<file path="src/rtl/jag_bus_resolver.sv">
// rtl/jag_bus_resolver.sv - multi-driver shared bus resolver with keeper, decay and contention tracking
// Each bit resolves independently; lowest-index enabling driver wins on disagreement.

module jag_bus_resolver #(
    parameter int               WIDTH = 64,
    parameter int               NDRV  = 4,
    parameter logic [WIDTH-1:0] PULL  = '0,
    parameter int               DECAY = 8
) (
    input  logic                             clk_sys,
    input  logic                             reset,
    input  logic [NDRV*WIDTH-1:0]            drv_out,
    input  logic [NDRV*WIDTH-1:0]            drv_oe,
    input  logic                             clr_err,
    output logic [WIDTH-1:0]                 bus_in,
    output logic [WIDTH-1:0]                 bus_q,
    output logic [WIDTH-1:0]                 driven,
    output logic [WIDTH-1:0]                 err_mask,
    output logic [15:0]                      err_cnt,
    output logic [(NDRV > 1 ? $clog2(NDRV) : 1)-1:0] owner,
    output logic                             idle
);

    localparam int OW    = (NDRV > 1) ? $clog2(NDRV) : 1;
    localparam int FW    = (DECAY > 0) ? $clog2(DECAY + 1) : 1;
    localparam int DLAST = (DECAY > 0) ? DECAY - 1 : 0;
    localparam logic [FW-1:0] DEC_MAX  = FW'(DECAY);
    localparam logic [FW-1:0] DEC_LAST = FW'(DLAST);

    logic [WIDTH-1:0] keep_q, keep_d;
    logic [WIDTH-1:0] bus_q_d;
    logic [WIDTH-1:0] err_mask_q, err_mask_d;
    logic [15:0]      err_cnt_q, err_cnt_d;
    logic [FW-1:0]    float_cnt_q, float_cnt_d;

    logic [WIDTH-1:0] found;
    logic [WIDTH-1:0] val;
    logic [WIDTH-1:0] cont;
    logic [WIDTH-1:0] oe_k;
    logic [WIDTH-1:0] out_k;
    logic             own_found;
    logic             any_cont;

    // val tracks the first enabling driver per bit; any later enabler that
    // disagrees with it marks the bit contended.
    always_comb begin
        found     = '0;
        val       = '0;
        cont      = '0;
        oe_k      = '0;
        out_k     = '0;
        owner     = '0;
        own_found = 1'b0;
        for (int k = 0; k < NDRV; k++) begin
            oe_k  = drv_oe[k*WIDTH +: WIDTH];
            out_k = drv_out[k*WIDTH +: WIDTH];
            cont  = cont | (found & oe_k & (out_k ^ val));
            val   = (val & (found | ~oe_k)) | (out_k & oe_k & ~found);
            found = found | oe_k;
            if (!own_found && (|oe_k)) begin
                owner     = OW'(k);
                own_found = 1'b1;
            end
        end
    end

    assign driven   = found;
    assign idle     = ~(|found);
    assign bus_in   = (val & found) | (keep_q & ~found);
    assign any_cont = |cont;

    always_comb begin
        keep_d      = (keep_q & ~found) | (val & found);
        bus_q_d     = bus_in;
        float_cnt_d = float_cnt_q;
        err_mask_d  = err_mask_q | cont;
        err_cnt_d   = err_cnt_q;

        if (!idle) begin
            float_cnt_d = '0;
        end else if ((DECAY > 0) && (float_cnt_q < DEC_MAX)) begin
            float_cnt_d = float_cnt_q + 1'b1;
        end

        // Decay only fires on a fully idle cycle, so every bit is undriven here.
        if ((DECAY > 0) && idle && (float_cnt_q == DEC_LAST)) begin
            keep_d = PULL;
        end

        if (any_cont && (err_cnt_q != 16'hFFFF)) begin
            err_cnt_d = err_cnt_q + 16'd1;
        end

        if (clr_err) begin
            err_mask_d = '0;
            err_cnt_d  = '0;
        end
    end

    always_ff @(posedge clk_sys) begin
        if (reset) begin
            keep_q      <= PULL;
            bus_q       <= PULL;
            err_mask_q  <= '0;
            err_cnt_q   <= '0;
            float_cnt_q <= '0;
        end else begin
            keep_q      <= keep_d;
            bus_q       <= bus_q_d;
            err_mask_q  <= err_mask_d;
            err_cnt_q   <= err_cnt_d;
            float_cnt_q <= float_cnt_d;
        end
    end

    assign err_mask = err_mask_q;
    assign err_cnt  = err_cnt_q;

endmodule

</file>
<file path="config.mk">
export PLATFORM = sky130hd
export DESIGN_NAME = jag_bus_resolver
export DESIGN_NICKNAME = d
export VERILOG_FILES = /design/src/rtl/jag_bus_resolver.sv
export SDC_FILE = /design/constraint.sdc
export NUM_CORES = 1
export LEC_CHECK = 0
export CAP_MARGIN = 0
export CORE_AREA = 2 2 305 307
export CTS_BUF_LIST = sky130_fd_sc_hd__clkbuf_8 sky130_fd_sc_hd__clkbuf_16
export DETAILED_ROUTE_END_ITERATION = 10
export DIE_AREA = 0 0 307 309
export GPL_TIMING_DRIVEN = 0
export PLACE_DENSITY = 0.49
export SYNTH_ARGS = -nofsm -noshare
export SYNTH_HDL_FRONTEND = slang
export SYNTH_SLANG_ARGS = --single-unit
</file>
<file path="constraint.sdc">
create_clock -name clk_sys -period 4.04 [get_ports clk_sys]
set_clock_uncertainty 0.05 [all_clocks]
set_input_delay 0.808 -clock clk_sys [delete_from_list [all_inputs] [get_ports clk_sys]]
set_output_delay 0.808 -clock clk_sys [all_outputs]
set_load 0.005 [all_outputs]
</file>
# Word level (Yosys, flattened, before mapping)
# Index checks and enable logic that the tools add are counted.
# word_totals
out_inout_bits	275
ff_bits	212
inputBits	515
word_cells	75
# classes
n_bitwise	42
mux	6
n_addsub	2
magnitude_cmp	1
n_reduce_logical	17
eq_ne	2
# ops
operator	n
$and A64 B64 Y64	18
$or A64 B64 Y64	13
$not A64 Y64	7
$reduce_or A64 Y1	6
$xor A64 B64 Y64	3
$reduce_or A65 Y1	1
$add A16 B1 Y16 const B	1
$ne A16 B16 Y1 const B	1
$logic_and A1 B1 Y1	5
$add A4 B1 Y4 const B	1
$eq A4 B3 Y1 const B	1
$lt A4 B4 Y1 const B	1
$mux W1	4
$mux W2	2
$reduce_or A2 Y1	2
$logic_not A1 Y1	3
$not A1 Y1	1

# Longest topological paths before layout
# logic_depth
depth_word	11
mapped_depth	12
depth_no_buf	9

# Worst setup path before layout
# Ideal clock, no wire load.
# synth_timing
path_kind	input-to-output
from	in drv_oe[19]
to	out idle
path_stages	6
slack_ns	1.172
t_arrival_ns	2.010
required_time_ns	3.182
path_cell_list	or3_1 -> nor4_1 -> nand3_1 -> nor4_1 -> nand3_1 -> nor2_1
# synth_via
elab_chain_len	5
# synth_lines
item	line_no	rtl
from (decl)	13	input logic [NDRV*WIDTH-1:0] drv_oe,
$or A64 B64 Y64 (3 in a row)	59	found = found | oe_k;
$reduce_or A64 Y1	68	assign idle = ~(|found);
$not A1 Y1	68	
to (decl)	21	output logic idle
# Every way passes these cells.

# Worst setup path in the final report
# layout_timing
from	in drv_oe[8]
to	out idle
# Same word-level chain as after synthesis.

==> impl_metrics.env <==
export IMPL_status="completed"
export IMPL_antenna_left=0
export IMPL_drive_gt1_share_pct=10.4
export IMPL_grt_pass1_wl_um=127000
export IMPL_path_depth=7
export IMPL_die_area_um2=94900
export IMPL_min_from="err_mask[48]$_SDFF_PP0_"
export IMPL_syn_nets=2336
export IMPL_synth_top_area_share_pct=29.7
export IMPL_peakVddDrop_v=0.000296
export IMPL_reg2reg_depth=6
export IMPL_num_vias=17300
export IMPL_crit_chain="clkdlybuf4s50_1 > nor3_4 > nand4_1 > nor4_4 > nand3_2 > nor2_4 > clkdlybuf4s15_1"
export IMPL_cts_sinks=212
export IMPL_period_needed_ns=3.93
export IMPL_post_synth_top_area_cell="dfxtp_1"
export IMPL_worst_pin_slew_ns=1.13
export IMPL_max_slew_margin_pct=24.5
export IMPL_overflow=0
export IMPL_wl_met3_um=6720
export IMPL_drtIter0Drc=925
export IMPL_reg2reg_slack_ns=1.87
export IMPL_final_common_cell="clkdlybuf4s50_1"
export IMPL_required_ns=3.18
export IMPL_power_leakage_uw=0.0101
export IMPL_p_per_area_nw_per_um2=299
export IMPL_finalInstanceArea_um2=26200
export IMPL_crit_path_max_incr_delay_ns=0.62
export IMPL_grt_max_degree=12
export IMPL_crit_family="simple AND/OR/NAND/NOR gates"
export IMPL_slowest_stage="clkdlybuf4s50_1"
export IMPL_cts_root_buffer_cell="clkbuf_16"
export IMPL_firstDrtPassIters=5
export IMPL_drc=0
export IMPL_reg2reg_from="float_cnt_q[0]$_SDFFE_PP0N_"
export IMPL_cap_violations=0
export IMPL_wl_met1_um=39600
export IMPL_drv_slew=0
export IMPL_clk_path_buf_depth=3
export IMPL_met2_length_um=44500
export IMPL_cp_num_buf_inv=2
export IMPL_final_nets=3177
export IMPL_grt_pass1_vias=17000
export IMPL_synthTopCellsByArea="dfxtp_1, xor2_1, nor2_1, a21oi_1, mux2_2"
export IMPL_start_util_pct=15.6
export IMPL_dpl_cell_area_um2=23600
export IMPL_cp_arrival_ns=3.07
export IMPL_io_buffers=787
export IMPL_synth_edf_count=0
export IMPL_track_usage_pct=18.6
export IMPL_fmax_mhz=255
export IMPL_syn_area_um2=14300
export IMPL_cts_tree="built"
export IMPL_synth_top_flop_cell="dfxtp_1"
export IMPL_avgViaCountPerCell=4.46
export IMPL_dp_final_hpwl_um=79200
export IMPL_crit_fanout=5
export IMPL_avgSynthCellArea_um2=7.85
export IMPL_wl_per_cell_um=24.1
export IMPL_seq_area_frac_synth_pct=29.7
export IMPL_synth_seq_cells=212
export IMPL_cp_end_kind="output port"
export IMPL_setup_viol_count_final=0
export IMPL_final_util_pct=28.7
export IMPL_worstSetupPathType="primary input to output port"
export IMPL_ios=790
export IMPL_cts_max_level=2
export IMPL_die_w_um=307
export IMPL_cts_hold_buf=0
export IMPL_start_kind="primary input"
export IMPL_rsz0062_at_grt="yes"
export IMPL_chipHeight_um=309
export IMPL_rows=111
export IMPL_cts_buffers=34
export IMPL_path_clk_slew_ns=0.05
export IMPL_hold_end="err_mask[48]$_SDFF_PP0_"
export IMPL_hold_class="register to register"
export IMPL_period_share_pct=97.2
export IMPL_area_delta_synth_final_pct=83.4
export IMPL_worst_hold_slack_ns=0.415
export IMPL_clock_latency_ns=0.55
export IMPL_hold_depth=2
export IMPL_syn_inst=1819
export IMPL_totalWireLength_um=93300
export IMPL_core_um2=91400
export IMPL_synth_async_sr_flop_share_pct=0
export IMPL_tns_ns=0
export IMPL_yosys_warnings=0
export IMPL_globalplace_congestion=0.922
export IMPL_r2r_end="keep_q[18]$_SDFF_PP0_"
export IMPL_hold_viol=0
export IMPL_final_cell_mix="clkdlybuf4s50_1, nor2_1, dfxtp_1"
export IMPL_synth_cell_types=38
export IMPL_routed_top_layer="met5"
export IMPL_antenna_found_initial=20
[cell usage after synthesis (14+ instances only)]
master	instances
nor2_1	278
dfxtp_1	212
xor2_1	193
a21oi_1	175
inv_1	120
nor4_1	90
nand2_1	75
nor2b_1	68
xnor2_1	65
a22o_1	64
a32oi_1	64
nand3b_1	64
o31ai_1	64
nor3_1	57
mux2_2	56
nand4_1	36
a21oi_2	19
nand3_1	15
or3_1	14
[metrics by stage]
| step | instances | setup WS, ns | total power, uW |
|---|---|---|---|
| floorplan | 1819 | 1.17 | 3180 |
| global placement | 3792 | -1.96 | 4660 |
| detailed placement | 3793 | -1.93 | 4660 |
| CTS | 3859 | -0.0320 | 7930 |
| global route | 3872 | -0.0431 | 8210 |
| finish | 3875 | 0.112 | 7830 |
[layout make-up]
| cell class | instances | area (um^2) |
|---|---|---|
| Fill cell | 9798 | 65200 |
| Multi-Input combinational cell | 1459 | 10600 |
| Timing Repair Buffer | 805 | 8150 |
| Sequential cell | 212 | 4240 |
| Tap cell | 1186 | 1480 |
| Clock buffer | 43 | 986 |
| Inverter | 120 | 450 |
| Clock inverter | 15 | 156 |
| Buffer | 28 | 129 |
| Antenna cell | 7 | 17.5 |
[cells by family after synthesis]
logic type,after synthesis,synth area share (%)
xor gates and xnor gates,258,15.8
muxes,66,5.12
and+or+nand+nor,726,25.7
AOI/OAI and AO/OA,407,19.4
DFF,212,29.7
buffers and inverters,148,4.06
adders and majority gates,2,0.175
[worst register-to-register path, delay by kind of cell (launching register included)]
kind,cells,cell delay [ns]
simple gates,2,0.28
compound gates,1,0.16
fa+ha+maj,1,0.15
flops,1,0.37
buf+inv,2,1.02
[flip-flops by register name (all words and copies together), names as in the netlist]
signal,flops
float_cnt_q,4
err_mask,64
err_cnt,16
bus_q,64
keep_q,64
[routing by layer]
metal	vias up	global-route usage (%)
li1	8257	-
met1	8197	22.8
met2	696	31.9
met3	117	5.02
met4	4	5.22
met5	-	0
[worst max path at each step]
stage	start	to
3_3_place_gp	drv_oe[92]	keep_q[27]$_SDFF_PP0_
6_report	drv_oe[8]	idle
2_1_floorplan	drv_oe[19]	idle
4_1_cts	drv_oe[30]	idle
3_5_place_dp	drv_oe[92]	keep_q[27]$_SDFF_PP0_
5_1_grt	drv_oe[33]	idle
[report_power, final]
group / internal, uW / switching, uW / total [uW]
Sequential: 2240 / 52.5 / 2290
Combinational: 1220 / 1200 / 2420
Clock: 1910 / 1210 / 3120
[what timing repair did]
action,in CTS,in global routing
resized for setup,160,99
buffers inserted,8,9
pin swaps,32,54
endpoints found under the setup margin,98,24
Power figures use the tool's default switching activity.
